## config.mk

```make
export PLATFORM = sky130hd
export DESIGN_NAME = qea_host_seq_flat
export DESIGN_NICKNAME = d
export VERILOG_FILES = /design/src/rtl/qea_pkg.sv /design/src/rtl/qea_host_seq_if.sv /design/src/rtl/qea_sat_cnt.sv /design/src/rtl/qea_host_seq.sv /design/src/flat_wrapper.sv
export SDC_FILE = /design/constraint.sdc
export NUM_CORES = 1
export LEC_CHECK = 0
export CAP_MARGIN = 20
export CORE_AREA = 2 2 395 397
export CTS_CLUSTER_SIZE = 10
export DETAILED_ROUTE_END_ITERATION = 10
export DIE_AREA = 0 0 397 399
export GPL_ROUTABILITY_DRIVEN = 0
export SLEW_MARGIN = 10
export SYNTH_ARGS = -nofsm -noshare
export SYNTH_HDL_FRONTEND = slang
export SYNTH_SLANG_ARGS = --single-unit
```

## constraint.sdc

```tcl
create_clock -name clk -period 19.4 [get_ports clk]
set_input_delay 4.85 -clock clk [delete_from_list [all_inputs] [get_ports clk]]
set_output_delay 4.85 -clock clk [all_outputs]
set_load 0.03 [all_outputs]
```

## src/rtl/qea_pkg.sv

```systemverilog
// Shared definitions for the QEA host sequencer: FSM encoding, the fixed-point
// 1.0 constant and the legal qubit-count window.
package qea_pkg;

    typedef enum logic [3:0] {
        IDLE,
        LOAD_CTX,
        INIT_STATE,
        START,
        RUN,
        RD_REQ,
        RD_WAIT,
        RD_OUT,
        FINISH
    } qea_state_t;

    localparam int QBIT_MIN        = 2;
    // Two qubits are folded into the PE lanes of one row; the rest index rows.
    localparam int QBIT_ROW_OFFSET = 2;
    localparam int AMP_HALF_WIDTH  = 32;

    function automatic logic [AMP_HALF_WIDTH-1:0] fp_one(input int frac_bits);
        return AMP_HALF_WIDTH'(1) << frac_bits;
    endfunction

    function automatic bit qbit_in_range(input int qbit, input int addr_width);
        return (qbit >= QBIT_MIN) && (qbit <= addr_width + QBIT_ROW_OFFSET);
    endfunction

    function automatic int unsigned rows_minus_one(input int qbit);
        return (32'd1 << (qbit - QBIT_ROW_OFFSET)) - 32'd1;
    endfunction

endpackage

```

## src/rtl/qea_host_seq_if.sv

```systemverilog
// Host-side bundle of the QEA sequencer: command, context stream, RAM ports,
// readout stream and status. The slave modport is the sequencer itself.
interface qea_host_seq_if #(
    parameter int PE_NUM                  = 4,
    parameter int STATE_DATA_WIDTH        = 64,
    parameter int STATE_ADDR_WIDTH        = 16,
    parameter int GATE_CONTEXT_DATA_WIDTH = 64,
    parameter int GATE_CONTEXT_ADDR_WIDTH = 16,
    parameter int MAX_QBIT_WIDTH          = 6
);
    logic                                 i_cmd_go;
    logic [MAX_QBIT_WIDTH-1:0]            i_qbit_num;
    logic [GATE_CONTEXT_ADDR_WIDTH:0]     i_ins_num;
    logic                                 i_ctx_valid;
    logic                                 o_ctx_ready;
    logic [GATE_CONTEXT_DATA_WIDTH-1:0]   i_ctx_word;
    logic                                 o_ctx_en;
    logic                                 o_ctx_wea;
    logic [GATE_CONTEXT_ADDR_WIDTH-1:0]   o_ctx_addr;
    logic [GATE_CONTEXT_DATA_WIDTH-1:0]   o_ctx_data;
    logic [PE_NUM-1:0]                    o_state_ena;
    logic [PE_NUM-1:0]                    o_state_wea;
    logic [STATE_ADDR_WIDTH-1:0]          o_state_addra;
    logic [PE_NUM*STATE_DATA_WIDTH-1:0]   o_state_dina;
    logic                                 o_start;
    logic                                 i_complete;
    logic [PE_NUM*STATE_DATA_WIDTH-1:0]   i_state_dout;
    logic                                 o_rd_valid;
    logic                                 i_rd_ready;
    logic [PE_NUM*STATE_DATA_WIDTH-1:0]   o_rd_data;
    logic                                 o_busy;
    logic                                 o_done;
    logic                                 o_err;
    logic [31:0]                          o_exec_cycles;

    modport master (
        output i_cmd_go, i_qbit_num, i_ins_num, i_ctx_valid, i_ctx_word,
               i_complete, i_state_dout, i_rd_ready,
        input  o_ctx_ready, o_ctx_en, o_ctx_wea, o_ctx_addr, o_ctx_data,
               o_state_ena, o_state_wea, o_state_addra, o_state_dina, o_start,
               o_rd_valid, o_rd_data, o_busy, o_done, o_err, o_exec_cycles
    );

    modport slave (
        input  i_cmd_go, i_qbit_num, i_ins_num, i_ctx_valid, i_ctx_word,
               i_complete, i_state_dout, i_rd_ready,
        output o_ctx_ready, o_ctx_en, o_ctx_wea, o_ctx_addr, o_ctx_data,
               o_state_ena, o_state_wea, o_state_addra, o_state_dina, o_start,
               o_rd_valid, o_rd_data, o_busy, o_done, o_err, o_exec_cycles
    );

endinterface

```

## src/rtl/qea_sat_cnt.sv

```systemverilog
// Saturating up-counter with synchronous clear; clear has priority over count.
module qea_sat_cnt #(
    parameter int WIDTH = 32
) (
    input  logic             clk,
    input  logic             rst,
    input  logic             clr,
    input  logic             en,
    output logic [WIDTH-1:0] count
);

    always_ff @(posedge clk or posedge rst) begin
        if (rst) begin
            count <= '0;
        end else if (clr) begin
            count <= '0;
        end else if (en && (count != '1)) begin
            count <= count + WIDTH'(1);
        end
    end

endmodule

```

## src/rtl/qea_host_seq.sv

```systemverilog
// Host sequencer for the QEA: loads gate context, seeds the state vector to |0>,
// starts the engine, times the run and streams the resulting state rows out.
module qea_host_seq
    import qea_pkg::*;
#(
    parameter int PE_NUM                  = 4,
    parameter int STATE_DATA_WIDTH        = 64,
    parameter int STATE_ADDR_WIDTH        = 16,
    parameter int GATE_CONTEXT_DATA_WIDTH = 64,
    parameter int GATE_CONTEXT_ADDR_WIDTH = 16,
    parameter int MAX_QBIT_WIDTH          = 6,
    parameter int NUM_FRAC_BIT            = 30
) (
    input  logic          clk,
    input  logic          rst,
    qea_host_seq_if.slave bus
);

    localparam int ROW_W = PE_NUM * STATE_DATA_WIDTH;
    localparam int CNT_W = GATE_CONTEXT_ADDR_WIDTH + 1;
    localparam logic [STATE_DATA_WIDTH-1:0] ONE_LANE =
        {fp_one(NUM_FRAC_BIT), {(STATE_DATA_WIDTH-AMP_HALF_WIDTH){1'b0}}};
    // Amplitude 1.0 of basis state |0> sits in the top PE lane of row 0.
    localparam logic [ROW_W-1:0] ROW0_INIT = {ONE_LANE, {(ROW_W-STATE_DATA_WIDTH){1'b0}}};

    qea_state_t                  state;
    logic [CNT_W-1:0]            ins_num;
    logic [CNT_W-1:0]            ctx_cnt;
    logic [STATE_ADDR_WIDTH-1:0] row;
    logic [STATE_ADDR_WIDTH-1:0] last_row;
    logic [MAX_QBIT_WIDTH-1:0]   qbit_in;
    logic                        cnt_clr;
    logic                        cnt_en;

    assign qbit_in = bus.i_qbit_num;
    // Clear on entry to START so the START cycle itself is the first counted cycle.
    assign cnt_clr = (state == INIT_STATE) && (row == last_row);
    assign cnt_en  = (state == START) || ((state == RUN) && !bus.i_complete);

    qea_sat_cnt #(.WIDTH(32)) u_exec_cnt (
        .clk   (clk),
        .rst   (rst),
        .clr   (cnt_clr),
        .en    (cnt_en),
        .count (bus.o_exec_cycles)
    );

    always_ff @(posedge clk or posedge rst) begin
        if (rst) begin
            state             <= IDLE;
            ins_num           <= '0;
            ctx_cnt           <= '0;
            row               <= '0;
            last_row          <= '0;
            bus.o_ctx_ready   <= 1'b0;
            bus.o_ctx_en      <= 1'b0;
            bus.o_ctx_wea     <= 1'b0;
            bus.o_ctx_addr    <= '0;
            bus.o_ctx_data    <= '0;
            bus.o_state_ena   <= '0;
            bus.o_state_wea   <= '0;
            bus.o_state_addra <= '0;
            bus.o_state_dina  <= '0;
            bus.o_start       <= 1'b0;
            bus.o_rd_valid    <= 1'b0;
            bus.o_rd_data     <= '0;
            bus.o_busy        <= 1'b0;
            bus.o_done        <= 1'b0;
            bus.o_err         <= 1'b0;
        end else begin
            // NOTE: strobes and RAM ports fall back to zero every cycle and are
            // re-asserted only by the transition that needs them next cycle.
            bus.o_ctx_en      <= 1'b0;
            bus.o_ctx_wea     <= 1'b0;
            bus.o_ctx_addr    <= '0;
            bus.o_ctx_data    <= '0;
            bus.o_state_ena   <= '0;
            bus.o_state_wea   <= '0;
            bus.o_state_addra <= '0;
            bus.o_state_dina  <= '0;
            bus.o_start       <= 1'b0;
            bus.o_done        <= 1'b0;
            bus.o_err         <= 1'b0;

            unique case (state)
                IDLE: begin
                    if (bus.i_cmd_go) begin
                        if (!qbit_in_range(int'(qbit_in), STATE_ADDR_WIDTH)) begin
                            bus.o_err <= 1'b1;
                        end else begin
                            ins_num     <= bus.i_ins_num;
                            last_row    <= STATE_ADDR_WIDTH'(rows_minus_one(int'(qbit_in)));
                            ctx_cnt     <= '0;
                            row         <= '0;
                            bus.o_busy  <= 1'b1;
                            if (bus.i_ins_num == '0) begin
                                state             <= INIT_STATE;
                                bus.o_state_ena   <= '1;
                                bus.o_state_wea   <= '1;
                                bus.o_state_dina  <= ROW0_INIT;
                            end else begin
                                state           <= LOAD_CTX;
                                bus.o_ctx_ready <= 1'b1;
                            end
                        end
                    end
                end

                LOAD_CTX: begin
                    if (bus.i_ctx_valid) begin
                        bus.o_ctx_en   <= 1'b1;
                        bus.o_ctx_wea  <= 1'b1;
                        bus.o_ctx_addr <= ctx_cnt[GATE_CONTEXT_ADDR_WIDTH-1:0];
                        bus.o_ctx_data <= bus.i_ctx_word;
                        ctx_cnt        <= ctx_cnt + CNT_W'(1);
                        if (ctx_cnt + CNT_W'(1) == ins_num) begin
                            state            <= INIT_STATE;
                            bus.o_ctx_ready  <= 1'b0;
                            bus.o_state_ena  <= '1;
                            bus.o_state_wea  <= '1;
                            bus.o_state_dina <= ROW0_INIT;
                        end
                    end
                end

                INIT_STATE: begin
                    if (row == last_row) begin
                        state       <= START;
                        bus.o_start <= 1'b1;
                    end else begin
                        row               <= row + STATE_ADDR_WIDTH'(1);
                        bus.o_state_ena   <= '1;
                        bus.o_state_wea   <= '1;
                        bus.o_state_addra <= row + STATE_ADDR_WIDTH'(1);
                    end
                end

                START: state <= RUN;

                RUN: begin
                    if (bus.i_complete) begin
                        state           <= RD_REQ;
                        row             <= '0;
                        bus.o_state_ena <= '1;
                    end
                end

                RD_REQ: state <= RD_WAIT;

                RD_WAIT: begin
                    state          <= RD_OUT;
                    bus.o_rd_valid <= 1'b1;
                    bus.o_rd_data  <= bus.i_state_dout;
                end

                RD_OUT: begin
                    if (bus.i_rd_ready) begin
                        bus.o_rd_valid <= 1'b0;
                        bus.o_rd_data  <= '0;
                        if (row == last_row) begin
                            state      <= FINISH;
                            bus.o_done <= 1'b1;
                        end else begin
                            state             <= RD_REQ;
                            row               <= row + STATE_ADDR_WIDTH'(1);
                            bus.o_state_ena   <= '1;
                            bus.o_state_addra <= row + STATE_ADDR_WIDTH'(1);
                        end
                    end
                end

                FINISH: begin
                    state      <= IDLE;
                    bus.o_busy <= 1'b0;
                end

                default: state <= IDLE;
            endcase
        end
    end

endmodule

```

## src/flat_wrapper.sv

```systemverilog
// flat-port wrapper written by rule: the top's interface ports become plain ports
module qea_host_seq_flat import qea_pkg::*;
#(
    parameter int PE_NUM                  = 4,
    parameter int STATE_DATA_WIDTH        = 64,
    parameter int STATE_ADDR_WIDTH        = 16,
    parameter int GATE_CONTEXT_DATA_WIDTH = 64,
    parameter int GATE_CONTEXT_ADDR_WIDTH = 16,
    parameter int MAX_QBIT_WIDTH          = 6,
    parameter int NUM_FRAC_BIT            = 30
)
  (clk, rst, bus_i_cmd_go, bus_i_qbit_num, bus_i_ins_num, bus_i_ctx_valid, bus_i_ctx_word, bus_i_complete, bus_i_state_dout, bus_i_rd_ready, bus_o_ctx_ready, bus_o_ctx_en, bus_o_ctx_wea, bus_o_ctx_addr, bus_o_ctx_data, bus_o_state_ena, bus_o_state_wea, bus_o_state_addra, bus_o_state_dina, bus_o_start, bus_o_rd_valid, bus_o_rd_data, bus_o_busy, bus_o_done, bus_o_err, bus_o_exec_cycles);
  qea_host_seq_if #(.PE_NUM(PE_NUM), .STATE_DATA_WIDTH(STATE_DATA_WIDTH), .STATE_ADDR_WIDTH(STATE_ADDR_WIDTH), .GATE_CONTEXT_DATA_WIDTH(GATE_CONTEXT_DATA_WIDTH), .GATE_CONTEXT_ADDR_WIDTH(GATE_CONTEXT_ADDR_WIDTH), .MAX_QBIT_WIDTH(MAX_QBIT_WIDTH)) bus_i ();
  input  logic clk;
  input  logic rst;
  input wire logic [$bits(bus_i.i_cmd_go)-1:0] bus_i_cmd_go;
  input wire logic [$bits(bus_i.i_qbit_num)-1:0] bus_i_qbit_num;
  input wire logic [$bits(bus_i.i_ins_num)-1:0] bus_i_ins_num;
  input wire logic [$bits(bus_i.i_ctx_valid)-1:0] bus_i_ctx_valid;
  input wire logic [$bits(bus_i.i_ctx_word)-1:0] bus_i_ctx_word;
  input wire logic [$bits(bus_i.i_complete)-1:0] bus_i_complete;
  input wire logic [$bits(bus_i.i_state_dout)-1:0] bus_i_state_dout;
  input wire logic [$bits(bus_i.i_rd_ready)-1:0] bus_i_rd_ready;
  output wire logic [$bits(bus_i.o_ctx_ready)-1:0] bus_o_ctx_ready;
  output wire logic [$bits(bus_i.o_ctx_en)-1:0] bus_o_ctx_en;
  output wire logic [$bits(bus_i.o_ctx_wea)-1:0] bus_o_ctx_wea;
  output wire logic [$bits(bus_i.o_ctx_addr)-1:0] bus_o_ctx_addr;
  output wire logic [$bits(bus_i.o_ctx_data)-1:0] bus_o_ctx_data;
  output wire logic [$bits(bus_i.o_state_ena)-1:0] bus_o_state_ena;
  output wire logic [$bits(bus_i.o_state_wea)-1:0] bus_o_state_wea;
  output wire logic [$bits(bus_i.o_state_addra)-1:0] bus_o_state_addra;
  output wire logic [$bits(bus_i.o_state_dina)-1:0] bus_o_state_dina;
  output wire logic [$bits(bus_i.o_start)-1:0] bus_o_start;
  output wire logic [$bits(bus_i.o_rd_valid)-1:0] bus_o_rd_valid;
  output wire logic [$bits(bus_i.o_rd_data)-1:0] bus_o_rd_data;
  output wire logic [$bits(bus_i.o_busy)-1:0] bus_o_busy;
  output wire logic [$bits(bus_i.o_done)-1:0] bus_o_done;
  output wire logic [$bits(bus_i.o_err)-1:0] bus_o_err;
  output wire logic [$bits(bus_i.o_exec_cycles)-1:0] bus_o_exec_cycles;
  assign bus_i.i_cmd_go = bus_i_cmd_go;
  assign bus_i.i_qbit_num = bus_i_qbit_num;
  assign bus_i.i_ins_num = bus_i_ins_num;
  assign bus_i.i_ctx_valid = bus_i_ctx_valid;
  assign bus_i.i_ctx_word = bus_i_ctx_word;
  assign bus_i.i_complete = bus_i_complete;
  assign bus_i.i_state_dout = bus_i_state_dout;
  assign bus_i.i_rd_ready = bus_i_rd_ready;
  assign bus_o_ctx_ready = bus_i.o_ctx_ready;
  assign bus_o_ctx_en = bus_i.o_ctx_en;
  assign bus_o_ctx_wea = bus_i.o_ctx_wea;
  assign bus_o_ctx_addr = bus_i.o_ctx_addr;
  assign bus_o_ctx_data = bus_i.o_ctx_data;
  assign bus_o_state_ena = bus_i.o_state_ena;
  assign bus_o_state_wea = bus_i.o_state_wea;
  assign bus_o_state_addra = bus_i.o_state_addra;
  assign bus_o_state_dina = bus_i.o_state_dina;
  assign bus_o_start = bus_i.o_start;
  assign bus_o_rd_valid = bus_i.o_rd_valid;
  assign bus_o_rd_data = bus_i.o_rd_data;
  assign bus_o_busy = bus_i.o_busy;
  assign bus_o_done = bus_i.o_done;
  assign bus_o_err = bus_i.o_err;
  assign bus_o_exec_cycles = bus_i.o_exec_cycles;
  qea_host_seq #(.PE_NUM(PE_NUM), .STATE_DATA_WIDTH(STATE_DATA_WIDTH), .STATE_ADDR_WIDTH(STATE_ADDR_WIDTH), .GATE_CONTEXT_DATA_WIDTH(GATE_CONTEXT_DATA_WIDTH), .GATE_CONTEXT_ADDR_WIDTH(GATE_CONTEXT_ADDR_WIDTH), .MAX_QBIT_WIDTH(MAX_QBIT_WIDTH), .NUM_FRAC_BIT(NUM_FRAC_BIT)) u_core (.clk(clk), .rst(rst), .bus(bus_i));
endmodule
```

==> impl_metrics.tcl, run 1 <==
set metrics [dict create \
    synth_cells 1811 \
    worst-path-max-fanout 14 \
    cts_setup_buffers 0 \
    outcome "completed" \
    maxCapViolCount 0 \
    pwr_density_cell_nw_per_um2 136 \
    synth_edf_count 0 \
    cp_slowest_cell "clkdlybuf4s50_1" \
    syn-cell-area_um2 20400 \
    die_width_um 397 \
    critPathCaptureType "flop" \
    setup.worst_path.class "input port to flop" \
    start_util_pct 13.3 \
    crit_family "simple AND/OR/NAND/NOR gates" \
    synth.distinct_cells 69 \
    place_area_um2 29200 \
    cts.repair.resized 0 \
    cts_buffers 60 \
    initialDrtViolationCount 844 \
    layout.cells.non_filler 4596 \
    fp-row-count 144 \
    die-area_um2 158000 \
    cts.sinks 464 \
    path_buf_inv 2 \
    setup_viol 0 \
    tightest_slew_ns 1.18 \
    via_per_inst 3.55 \
    yosysWarnings 0 \
    cp_cell_sequence "clkdlybuf4s50_1 -> inv_1 -> ha_1 -> nor3b_1 -> nand2_1 -> and2_1 -> nor2_1 -> nand2_1 -> ha_1 -> a2111oi_0 -> a21oi_1 -> nor2_1 -> nor3_1 -> nor2_1" \
    yosys.area.top_type "dfrtp_1" \
    max_stage_delay_ns 0.63 \
    grt_pass1_wl_um 126000 \
    ir_drop_mv 0.122 \
    synth-async-reset-ratio_pct 100 \
    hold_class "flop to flop" \
    cts_tree "done" \
    ant_nets 0 \
    fin_area_um2 31200 \
    syn_avg_cell_area_um2 11.3 \
    fin_skew_ns 0.0289 \
    required_ns 19.98 \
    finalSetupTns_ns 0 \
    final_hold_viol_count 0 \
    io_pins 1005 \
    core_um2 154000 \
    cp_common_cell "nor2_1" \
    place_ws_ns 11.00 \
    rsz0062_at_grt "false" \
    setup_slack_ns 11.55 \
    wirelength_um 94300 \
    arrival_ns 8.43 \
    antenna_found_initial 34 \
    cp-start-kind "input port" \
    max-slew-margin-rel_pct 21.5 \
    grt.total_usage_pct 11.2 \
    ys.flop_type "dfrtp_1" \
    grt_max_degree 215 \
    vias 16300 \
    fp.dieH_um 399 \
    syn_to_final_growth_pct 52.5 \
    cts_max_level 2 \
    dr.pass1.iters 5 \
    p_leak_nw 13.7 \
    fin_crit_sh_pct 40.5 \
    synth_area_leaders "dfrtp_1 57%, a22o_1 11%, buf_4 9.7%" \
    numPortBuffers 749 \
    grt-ovfl-total 0 \
    final_common_cell "clkdlybuf4s50_1" \
    clk_pin_slew_ns 0.06 \
    drv_slew 0 \
    post-route-drc-count 0 \
    synth_top_area_share_pct 56.8 \
    power.total_mw 4.25 \
    fin_crit_ns 7.85 \
    dp_cells 4495 \
    seq_area_frac_synth_pct 56.8 \
    post_drt_wl_per_cell_um 20.5 \
    drive_gt1_share_pct 4.90 \
    ys_seq_elements 464 \
    root_buffer "clkbuf_16" \
    clock_path_buffers 3 \
    final_cell_mix "748 x clkdlybuf4s50_1, 464 x dfrtp_1, 257 x a22o_1" \
    clkLatencyLatePin_ns 0.66 \
    grt_pass1_vias 16000 \
    max_freq_mhz 127 \
    place_hpwl_um 73400 \
    cts_hold_buf 0 \
    fin_nets 2869 \
]
==> cell families after synthesis <==
kind of cell | Yosys count | synth area share, %
flip-flops | 464 | 56.8
AND/OR/NAND/NOR | 447 | 11.4
AO/OA/AOI/OAI | 417 | 15.9
buffers and inverters | 401 | 12.3
XOR/XNOR | 72 | 3.08
adder cells (fa/ha/maj) | 6 | 0.367
multiplexers | 3 | 0.147
other | 1 | 0.0183
==> Yosys cell counts (8+ instances only) <==
cell	number
nand4_1	17
nor4_1	17
nand3_1	28
a21oi_1	34
o21ai_0	65
buf_4	263
buf_2	8
inv_1	19
dfrtp_1	464
xnor2_1	34
or3_1	18
a22o_1	257
clkbuf_1	103
nor3_1	13
o31ai_1	8
nand2b_1	13
nand2_1	110
nor2_1	98
and3_1	97
xor2_1	38
==> per-layer routing <==
layer	share of wire [%]	global-route usage (%)	up-vias
met2	47	18.2	793
met3	8.5	3.48	159
met4	4.9	5.34	18
met1	40	13.3	8066
li1	-	-	7289
met5	0.12	0	-
==> state kept, by name, summed over array words and instances (netlist names), 4 cells and up <==
register,count
u_core.u_exec_cnt.count,32
u_core.ctx_cnt,17
u_core.bus.o_state_addra,16
u_core.bus.o_ctx_addr,16
u_core.state,4
u_core.bus.o_ctx_data,64
u_core.row,16
u_core.bus.o_rd_data,256
u_core.last_row,16
u_core.ins_num,17
==> stage by stage <==
| step | util [%] | hold WS (ns) |
|---|---|---|
| floorplan | - | 0.465 |
| global route | 20.3 | 0.492 |
| finish | 20.3 | 0.480 |
| CTS | 20.3 | 0.481 |
| global placement | 19.0 | 0.469 |
| detailed placement | 19.0 | 0.468 |
==> final timing paths <==
kind / from / end / slack [ns] / cells past startpoint
worst max-delay path: bus_i_qbit_num[1] / u_core.last_row[6] / 11.55 / 14
worst min-delay path: u_core.bus.o_rd_valid / u_core.bus.o_rd_valid / 0.48 / 1
worst max register to register: u_core.state[3] / u_core.bus.o_rd_data[21] / 15.70 / 5
worst min register to register: u_core.bus.o_rd_valid / u_core.bus.o_rd_valid / 0.48 / 1
max in group asynchronous: rst / u_core.bus.o_busy / 12.60 / 4
min in group asynchronous: rst / u_core.bus.o_rd_data[115] / 4.64 / 2
==> power by group <==
part           switching, mW  total, mW  internal, mW
Sequential             0.173       1.39          1.21
Combinational           1.06       1.74         0.676
Clock                  0.457       1.12         0.664
==> area by class of cell <==
| type | count | area, um2 |
|---|---|---|
| inverters | 20 | 82.6 |
| repair buffers | 768 | 7670 |
| flip-flops and latches | 464 | 11600 |
| clock buffers | 82 | 1680 |
| diodes | 3 | 7.51 |
| clock inverters | 15 | 265 |
| fillers | 16700 | 123000 |
| well taps | 2044 | 2560 |
| multi-input cells | 1200 | 7300 |
==> worst register-to-register path, delay by kind of cell, from the launching register on <==
family,cells,cell delay (ns)
flip-flops,1,0.60
buffers and inverters,2,1.64
AND/OR/NAND/NOR,2,1.03
AO/OA/AOI/OAI,1,0.36
No activity file was read; power rests on OpenSTA's default activity.
==> run 2: changes to the inputs <==
==> constraint.sdc (replaced) <==
create_clock -name clk -period 7.48 [get_ports clk]
set_input_delay 1.87 -clock clk [delete_from_list [all_inputs] [get_ports clk]]
set_output_delay 1.87 -clock clk [all_outputs]
set_load 0.03 [all_outputs]
==> run 2 against run 1 <==
- flip-flop and latch count is the same
- combinational power grew to 2.6 times the previous value
- register-to-register slack lost 12 ns
- clock power grew to 2.7 times the previous value
- setup slack lost 8.8 ns
- sequential share of layout area shrank 0.13 points
==> impl_metrics.tcl, run 2 (synthesis results as in run 1) <==
set metrics [dict create \
    grt_max_degree 172 \
    core_um2 154000 \
    grtUsageMet2_pct 18.7 \
    dp_cells 4498 \
    grt.total_usage_pct 11.2 \
    worst-path-max-fanout 14 \
    die-area_um2 158000 \
    regMostFlops "u_core.bus.o_rd_data" \
    arrival_ns 5.25 \
    setup_slack_ns 2.80 \
    clock_path_buffers 3 \
    fin_util_pct 20.4 \
    setup_viol 0 \
    ant_nets 0 \
    fin_crit_ns 4.68 \
    io_pins 1005 \
    maxCapViolCount 0 \
    grt_pass1_wl_um 127000 \
    drv_slew 0 \
    post_drt_wl_per_cell_um 20.5 \
    top_usage_layer "met2" \
    grt_pass1_vias 16200 \
    power.total_mw 11.1 \
    fin_crit_sh_pct 62.6 \
    required_ns 8.05 \
    grt-ovfl-total 0 \
    cts_setup_buffers 0 \
    grt_util_met1_pct 13.7 \
    ir_drop_mv 0.213 \
    clkLatencyLatePin_ns 0.69 \
    tightest_slew_ns 1.04 \
    cts_buffers 61 \
    top_regs "u_core.bus.o_rd_data: 256 flops, u_core.bus.o_ctx_data: 64 flops, u_core.u_exec_cnt.count: 32 flops" \
    final_cell_mix "748 x clkdlybuf4s50_1, 464 x dfrtp_1, 257 x a22o_1" \
    initialDrtViolationCount 971 \
    fin_skew_ns 0.0475 \
    wirelength_um 94400 \
    place_area_um2 29300 \
    hold_class "flop to flop" \
    met3_usage_pct 3.42 \
    cts_hold_buf 0 \
    largest_register_ffs 256 \
    numPortBuffers 749 \
    drive_gt1_share_pct 5.17 \
    place_hpwl_um 72900 \
    start_util_pct 13.3 \
    rsz0062_at_grt "false" \
    max_freq_mhz 214 \
    place_ws_ns 2.22 \
    post-route-drc-count 0 \
    final_hold_viol_count 0 \
    die_width_um 397 \
    outcome "completed" \
    p_leak_nw 13.8 \
    layout.cells.non_filler 4602 \
    dr.pass1.iters 7 \
    fin_nets 2872 \
    final_common_cell "clkdlybuf4s50_1" \
    clk_pin_slew_ns 0.06 \
    finalSetupTns_ns 0 \
    vias 16300 \
    fp.dieH_um 399 \
    max-slew-margin-rel_pct 30.7 \
    syn_to_final_growth_pct 53.0 \
    cp-start-kind "input port" \
    cts_tree "done" \
    antenna_found_initial 28 \
    setup.worst_path.class "input port to flop" \
    cts_max_level 2 \
    fin_area_um2 31300 \
    pwr_density_cell_nw_per_um2 355 \
    cts.repair.resized 0 \
    fp-row-count 144 \
    root_buffer "clkbuf_16" \
    cts.sinks 464 \
    timing.hold.ws_ns 0.496 \
    via_per_inst 3.55 \
    critPathCaptureType "flop" \
]
## run 2: layout make-up
| type | count | area (um2) |
|---|---|---|
| clock inverter | 16 | 273 |
| sequential | 464 | 11600 |
| timing repair buffer | 770 | 7710 |
| multi-input combinational | 1200 | 7300 |
| inverter | 20 | 78.8 |
| clock buffer | 83 | 1740 |
| antenna | 5 | 12.5 |
| tap | 2044 | 2560 |
| fill | 16600 | 122000 |
## run 2: final timing paths
kind                                             endpoint  slack (ns)  depth (start not counted)                      from
worst max-delay path                   u_core.last_row[6]        2.80                         14         bus_i_qbit_num[1]
worst min-delay path             u_core.bus.o_rd_data[21]        0.50                          1  u_core.bus.o_rd_data[21]
worst max register to register          u_core.ctx_cnt[9]        3.80                          9           u_core.state[0]
worst min register to register   u_core.bus.o_rd_data[21]        0.50                          1  u_core.bus.o_rd_data[21]
max in group asynchronous       u_core.bus.o_state_ena[2]        4.49                          3                       rst
min in group asynchronous        u_core.bus.o_rd_data[96]        1.62                          2                       rst
## run 2: report_power, final
group	total, mW	internal [mW]	switching [mW]	leakage [nW]
Sequential	3.60	3.15	0.456	6.17
Combinational	4.50	1.76	2.74	6.64
Clock	3.00	1.78	1.22	0.982
## run 2: routing by layer
layer  wire (um)  share of wire (%)  vias up
met2       45400                 48      785
met4        2920                3.1       24
li1            -                  -     7309
met5         172               0.18        -
met1       38200                 40     8077
met3        7710                8.2      149
## run 2: worst max-delay path, stage by stage
cell and delay (ns):
clkdlybuf4s50_1 0.64, inv_1 0.20, ha_1 0.29, nor3b_1 0.35
nand2_1 0.11, and2_1 0.26, nor2_1 0.30, nand2_1 0.09
ha_1 0.31, a2111oi_0 0.44, a21oi_1 0.09, nor2_1 0.10
nor3_1 0.05, nor2_1 0.13
